### config.mk
export PLATFORM = sky130hd
export DESIGN_NAME = uart_rx_byte
export DESIGN_NICKNAME = d
export VERILOG_FILES = /design/src/rtl/uart_rx_byte.sv
export SDC_FILE = /design/constraint.sdc
export NUM_CORES = 1
export LEC_CHECK = 0
export ABC_AREA = 1
export CELL_PAD_IN_SITES_DETAIL_PLACEMENT = 0
export CELL_PAD_IN_SITES_GLOBAL_PLACEMENT = 2
export CORE_MARGIN = 2
export CORE_UTILIZATION = 35
export DETAILED_ROUTE_END_ITERATION = 6
export HOLD_SLACK_MARGIN = 0.12
export PLACE_DENSITY_LB_ADDON = 0.25
export SLEW_MARGIN = 40
export SYNTH_ARGS = -nofsm -noshare
export SYNTH_HDL_FRONTEND = slang
export SYNTH_SLANG_ARGS = --single-unit
### constraint.sdc
create_clock -name clk -period 2.27 [get_ports clk]
set_input_delay 0.454 -clock clk [delete_from_list [all_inputs] [get_ports clk]]
set_output_delay 0.454 -clock clk [all_outputs]
set_load 0.01 [all_outputs]
### src/rtl/uart_rx_byte.sv
`default_nettype none
// ============================================================================
// Module      : uart_rx_byte
// Description : 8N1 UART receiver (LSB first, idle high). Recovers each byte
//               from the serial line and presents it on a parallel bus with a
//               level valid/ack handshake. Flags bad stop bits and bytes
//               dropped while the consumer still holds an unacknowledged byte.
// Revision    : 1.0 - initial release
// ============================================================================
module uart_rx_byte #(
    parameter int CLKS_PER_BIT = 2320
) (
    input  logic       clk,
    input  logic       rst_n,
    input  logic       rx,
    output logic [7:0] data_out,
    output logic       data_valid,
    input  logic       data_ack,
    output logic       frame_err,
    output logic       overrun,
    output logic       busy
);

    // Start-bit mid-sample offset; derived from the bit period, never overridden.
    localparam int HALF_BIT = CLKS_PER_BIT / 2;
    // Baud counter only has to reach CLKS_PER_BIT-1.
    localparam int CNT_W    = (CLKS_PER_BIT > 1) ? $clog2(CLKS_PER_BIT) : 1;

    localparam logic [CNT_W-1:0] c_half_last = CNT_W'(HALF_BIT - 1);
    localparam logic [CNT_W-1:0] c_bit_last  = CNT_W'(CLKS_PER_BIT - 1);

    typedef enum logic [2:0] {
        S_IDLE      = 3'd0,
        S_START     = 3'd1,
        S_DATA      = 3'd2,
        S_STOP      = 3'd3,
        S_WAIT_IDLE = 3'd4
    } state_t;

    state_t           r_state;
    state_t           w_next_state;
    logic             r_sync1;
    logic             r_sync2;
    logic             w_rx_s;
    logic [CNT_W-1:0] r_cnt;
    logic [2:0]       r_bit_idx;
    logic [7:0]       r_shift;
    logic [7:0]       r_data_out;
    logic             r_data_valid;
    logic             r_frame_err;
    logic             r_overrun;
    logic             w_shift_en;
    logic             w_good_byte;
    logic             w_bad_stop;
    logic             w_cnt_clr;

    assign w_rx_s = r_sync2;

    // Two-flop synchronizer for the asynchronous serial line; resets to idle level.
    always_ff @(posedge clk or negedge rst_n) begin
        if (!rst_n) begin
            r_sync1 <= 1'b1;
            r_sync2 <= 1'b1;
        end else begin
            r_sync1 <= rx;
            r_sync2 <= r_sync1;
        end
    end

    // State register.
    always_ff @(posedge clk or negedge rst_n) begin
        if (!rst_n) begin
            r_state <= S_IDLE;
        end else begin
            r_state <= w_next_state;
        end
    end

    // Next-state decode plus the per-cycle sample strobes that drive the datapath.
    always_comb begin
        w_next_state = r_state;
        w_shift_en   = 1'b0;
        w_good_byte  = 1'b0;
        w_bad_stop   = 1'b0;
        case (r_state)
            S_IDLE: begin
                if (!w_rx_s) begin
                    w_next_state = S_START;
                end
            end
            S_START: begin
                // Mid-start-bit check: a line that has gone high again was a glitch.
                if (r_cnt == c_half_last) begin
                    w_next_state = w_rx_s ? S_IDLE : S_DATA;
                end
            end
            S_DATA: begin
                if (r_cnt == c_bit_last) begin
                    w_shift_en = 1'b1;
                    if (r_bit_idx == 3'd7) begin
                        w_next_state = S_STOP;
                    end
                end
            end
            S_STOP: begin
                // Leave at the stop-bit centre so a zero-gap next start bit is caught.
                if (r_cnt == c_bit_last) begin
                    if (w_rx_s) begin
                        w_good_byte  = 1'b1;
                        w_next_state = S_IDLE;
                    end else begin
                        w_bad_stop   = 1'b1;
                        w_next_state = S_WAIT_IDLE;
                    end
                end
            end
            S_WAIT_IDLE: begin
                // A held-low (break) line must not look like a stream of start bits.
                if (w_rx_s) begin
                    w_next_state = S_IDLE;
                end
            end
            default: begin
                w_next_state = S_IDLE;
            end
        endcase
    end

    // Counter restarts on every state change and at every data-bit sample;
    // it is parked at zero in the states that do not time anything.
    assign w_cnt_clr = (w_next_state != r_state) || w_shift_en ||
                       (r_state == S_IDLE) || (r_state == S_WAIT_IDLE);

    // Baud counter.
    always_ff @(posedge clk or negedge rst_n) begin
        if (!rst_n) begin
            r_cnt <= '0;
        end else if (w_cnt_clr) begin
            r_cnt <= '0;
        end else begin
            r_cnt <= r_cnt + CNT_W'(1);
        end
    end

    // Bit index and shift register; new bit enters the MSB so the LSB lands in bit 0.
    always_ff @(posedge clk or negedge rst_n) begin
        if (!rst_n) begin
            r_bit_idx <= 3'd0;
            r_shift   <= 8'h00;
        end else begin
            if (r_state == S_START) begin
                r_bit_idx <= 3'd0;
            end else if (w_shift_en) begin
                r_bit_idx <= r_bit_idx + 3'd1;
            end
            if (w_shift_en) begin
                r_shift <= {w_rx_s, r_shift[7:1]};
            end
        end
    end

    // Output handshake: load on a good byte when the slot is free or being
    // acknowledged this cycle, otherwise report an overrun and keep the old byte.
    always_ff @(posedge clk or negedge rst_n) begin
        if (!rst_n) begin
            r_data_out   <= 8'h00;
            r_data_valid <= 1'b0;
            r_frame_err  <= 1'b0;
            r_overrun    <= 1'b0;
        end else begin
            r_frame_err <= w_bad_stop;
            r_overrun   <= w_good_byte && r_data_valid && !data_ack;
            if (w_good_byte && (!r_data_valid || data_ack)) begin
                r_data_out   <= r_shift;
                r_data_valid <= 1'b1;
            end else if (r_data_valid && data_ack) begin
                r_data_valid <= 1'b0;
            end
        end
    end

    assign data_out   = r_data_out;
    assign data_valid = r_data_valid;
    assign frame_err  = r_frame_err;
    assign overrun    = r_overrun;
    assign busy       = (r_state != S_IDLE);

endmodule
`default_nettype wire

# Word-level counts from Yosys, hierarchy flattened
# Cells that the tools add are included.
[word_totals] reg_bits=39 out_inout_bits=12 elab_cells=56
[op_classes] add_sub_neg=2 eq_ne=8 n_mux=22 reduce_logical=14
[ops] op="two-way mux 3 bit" count=9
[ops] op="one-hot mux 3 bit (5 select lines)" count=1
[ops] op="adder 12 x 1 -> 12 bit, second input constant" count=1
[ops] op="equality test 12 x 11 -> 1 bit, second input constant" count=1
[ops] op="equality test 12 bit, second input constant" count=1
[ops] op="two-way mux 12 bit" count=1
[ops] op="two-way mux 1 bit" count=10
[ops] op="equality test 3 x 2 -> 1 bit, second input constant" count=2
[ops] op="equality test 3 bit, second input constant" count=2
[ops] op="logical AND 1 bit" count=4
[ops] op="logical OR 1 bit" count=4
[ops] op="nonzero test 2 bit" count=2
[ops] op="adder 3 x 1 -> 3 bit, second input constant" count=1
[ops] op="equality test 3 x 1 -> 1 bit, second input constant" count=1
[ops] op="logical NOT 3 bit" count=1
[ops] op="!= test 3 bit" count=1
[ops] op="nonzero test 3 bit" count=1
[ops] op="logical NOT 1 bit" count=2
[ops] op="two-way mux 2 bit" count=1

# Logic depth before layout (Yosys ltp)
[logic_depth] word_depth=9 mapped_depth=12

# Least setup slack after synthesis
# OpenSTA, ideal clock, no wires.
[synth_path] kind="register -> register" from="register r_cnt[0]" to="register r_data_out[6], in the netlist data_out[6]" setup_ps=118 arrival_ps=1465 setup_slack_ps=687 stages_incl_launch_ff=10 synth_period_minus_slack_ps=1583 path_cell_list="dfrtp_1 -> ha_1 -> nand3_2 -> nor3_1 -> nand4_1 -> nor2_2 -> inv_2 -> buf_6 -> nand2_1 -> o21ai_2"
[synth_via] elab_chain_cells=4
[synth_lines] element="start: declaration" line_no="45" source="logic [CNT_W-1:0] r_cnt;"
[synth_lines] element="start signal: assignment" line_no="141" source="r_cnt <= r_cnt + CNT_W'(1);"
[synth_lines] element="equality test 12 bit" line_no="107" source="if (r_cnt == c_bit_last) begin"
[synth_lines] element="two-way mux 1 bit" line_no="107"
[synth_lines] element="two-way mux 1 bit" line_no="85" source="case (r_state)"
[synth_lines] element="logical AND 1 bit" line_no="173" source="if (w_good_byte && (!r_data_valid || data_ack)) begin"
[synth_lines] element="end signal: assignment" line_no="174" source="r_data_out <= r_shift;"
[synth_lines] element="end: declaration" line_no="48" source="logic [7:0] r_data_out;"
# Every way passes these cells.
# A chain may end at the register's enable or synchronous reset.

# Worst setup path in the final report
[layout_path] from="register r_state[2]" to="output port busy"
[layout_via] elab_chain_cells=1
[layout_lines] element="start: declaration" line_no="40" source="state_t r_state;"
[layout_lines] element="start signal: assignment" line_no="75" source="r_state <= w_next_state;"
[layout_lines] element="nonzero test 3 bit" line_no="186" source="assign busy = (r_state != S_IDLE);"
[layout_lines] element="end: declaration" line_no="21" source="output logic busy"
# Every way passes these cells.

==> out/metrics.cfg <==
[setup_path]
crit_path_end_kind=output pin
worstPathMaxFanout=4
cp.arrival_ps=1490
cpMaxStageDelayCell=clkdlybuf4s50_1
cp.required_ps=1820
critPathLaunchType=flop
cpPeakStageDelay_ps=530
path_buf_inv=2
worstSetupPathType=reg -> out
cp_top_family=buffers and inverters
crit_chain=inv_1, nand2_1, clkdlybuf4s50_1

[cells_and_area]
seqCellArea_sq_um=978
num_antenna_cells=0
fin_cells=302
nNetsFinal=238
multi_input_area_sq_um=785
area_delta_synth_final_pct=17.1
fin_util=0.430
n_fill_cell=523
drive_gt1_frac=0.224
stdcell_area_sq_mm=0.00224

[global_routing]
grt_pass1_vias=1390
grt_max_degree=40
antenna_found_initial=0
grt_pass1_wl_microns=6520
grt-ovfl-total=0
track_usage=0.136

[power]
netSwitchingFraction=0.214
power_switching_mw=0.288
p_int_mw=1.06
ir_drop_mv=0.231
powerDensity_mw_per_mm2=600
clockPowerShare=0.440
p_leak_nw=0.997
power_mw=1.34
seqPwrFrac=0.527
combPwrFrac=0.033

[routing]
dr.pass1.iters=6
drc_errors=0
viasPerCell=4.52
wirelength_microns=3570
drt_iter0_drc=63
route.vias.total=1365
post_drt_wl_per_cell_microns=11.8
ant_nets=0

[timing]
whs_ps=204
tightest_slew_ps=493
finalMaxSlewViolations=0
skew_ps=6.27
setup_viol_count_final=0
worst_slack_ps=328
max_clock_freq_mhz=515
rsz0062_at_grt=no
finalHoldViolCount=0
period_share=0.855
slew_headroom=0.671
tns_ps=0
period_minus_slack_ps=1940

[logic_synthesis]
async_reset_ff_frac=1.00
synth_seq_cells=39
seq_area_frac_synth=0.511
synth_edf_count=0
avgSynthCellArea_sq_um=9.07
synth_top_flop_cell=dfrtp_1
ys_types=25
yosys_warnings=0
netlist_instances=211
syn_nets=218
syn_area_sq_mm=0.00191

[outcome]
run_status=finished, final reports clean

[place]
routabilityCongestion=0.797
dp.cells=294
hpwl_microns=2650
dpl_cell_area_sq_mm=0.00212
io_buffers=15
place_ws_ps=437

[flow_run]
cap_violations=0

[clock_network]
cts_resized=0
clk_latency_ps=290
clockBufferDepth=2
cts_num_sinks=39
hold_buffers=0
cts_tree=built
cts-root-buf=clkbuf_8
numCtsBuffers=5
cts_setup_buffers=0
clkTransAtPathRegs_ps=80
cts_htree_levels=2

[min_path]
hp-class=in -> async

[floorplanning]
die_h_microns=77.9
row_count=26
coreArea_sq_mm=0.00520
dieArea_sq_mm=0.00607
io_pins=16
fp.dieW_microns=77.9
initial_core_util=0.368

sequential cells by signal, summed over array words and instances (netlist names):
signal and cells:
data_out 8, frame_err 1, r_sync2 1, overrun 1, r_cnt 12, r_sync1 1
r_bit_idx 3, data_valid 1, r_shift 8, r_state 3
per-layer routing:
metal	track usage	up-vias	share of wire
met4	0.0368	0	0.012
met1	0.179	637	0.49
met5	0	-	0
li1	-	704	-
met2	0.220	20	0.46
met3	0.0395	4	0.037
kinds of logic after synthesis:
logic type,after synthesis,synth area share
AO/OA/AOI/OAI,20,0.0661
XOR/XNOR,10,0.0458
adder cells (fa/ha/maj),3,0.0196
buffers and inverters,34,0.0785
flip-flops,39,0.511
AND/OR/NAND/NOR,105,0.279
area by class of cell:
type | instances | area share
clock buffers | 5 | 0.0307
inverters | 30 | 0.0503
multi-input cells | 138 | 0.350
repair buffers | 17 | 0.0715
flip-flops and latches | 39 | 0.437
clock inverters | 3 | 0.0212
well taps | 70 | 0.0391
path summary, 6_finish.rpt:
path	startpoint	endpoint	slack [ps]	cells past startpoint
worst max register to register	r_cnt[0]$_DFF_PN0_	data_out[1]$_DFFE_PN0P_	440	8
min in group clk	r_sync1$_DFF_PN1_	r_sync2$_DFF_PN1_	360	0
worst min register to register	r_sync1$_DFF_PN1_	r_sync2$_DFF_PN1_	360	0
worst max-delay path	r_state[2]$_DFF_PN0_	busy	330	3
max in group asynchronous	rst_n	r_sync1$_DFF_PN1_	1700	2
worst min-delay path	rst_n	data_out[5]$_DFFE_PN0P_	200	2
cell usage after synthesis, types with 4 or more instances:
| library cell | instances | area, sq um |
|---|---|---|
| dfrtp_1 | 37 | 926 |
| inv_1 | 23 | 86.3 |
| inv_2 | 7 | 26.3 |
| nand2_1 | 41 | 154 |
| nand3_1 | 9 | 45.0 |
| nand3_2 | 4 | 40.0 |
| nand4_1 | 7 | 43.8 |
| nor2_1 | 19 | 71.3 |
| nor2_2 | 15 | 93.8 |
| o21ai_0 | 10 | 50.1 |
| o21ai_2 | 7 | 61.3 |
| xor2_1 | 9 | 78.8 |
layout by cell type, fill, tap and decap left out, types with 4 or more instances in the layout:
| cell | n |
|---|---|
| clkbuf_8 | 5 |
| clkdlybuf4s50_1 | 14 |
| dfrtp_1 | 37 |
| inv_1 | 23 |
| inv_2 | 7 |
| nand2_1 | 41 |
| nand3_1 | 9 |
| nand3_2 | 4 |
| nand4_1 | 7 |
| nor2_1 | 19 |
| nor2_2 | 15 |
| o21ai_0 | 10 |
| o21ai_2 | 7 |
| xor2_1 | 9 |
power groups by stage:
| stage | logic, mW | registers [mW] | clock network [mW] |
|---|---|---|---|
| floorplan | 0.00899 | 0.725 | 0 |
| global route | 0.0503 | 0.710 | 0.645 |
| finish | 0.0439 | 0.709 | 0.592 |
| CTS | 0.0457 | 0.709 | 0.617 |
| global placement | 0.0459 | 0.722 | 0 |
| detailed placement | 0.0457 | 0.723 | 0 |
No activity file was read; power rests on OpenSTA's default activity.
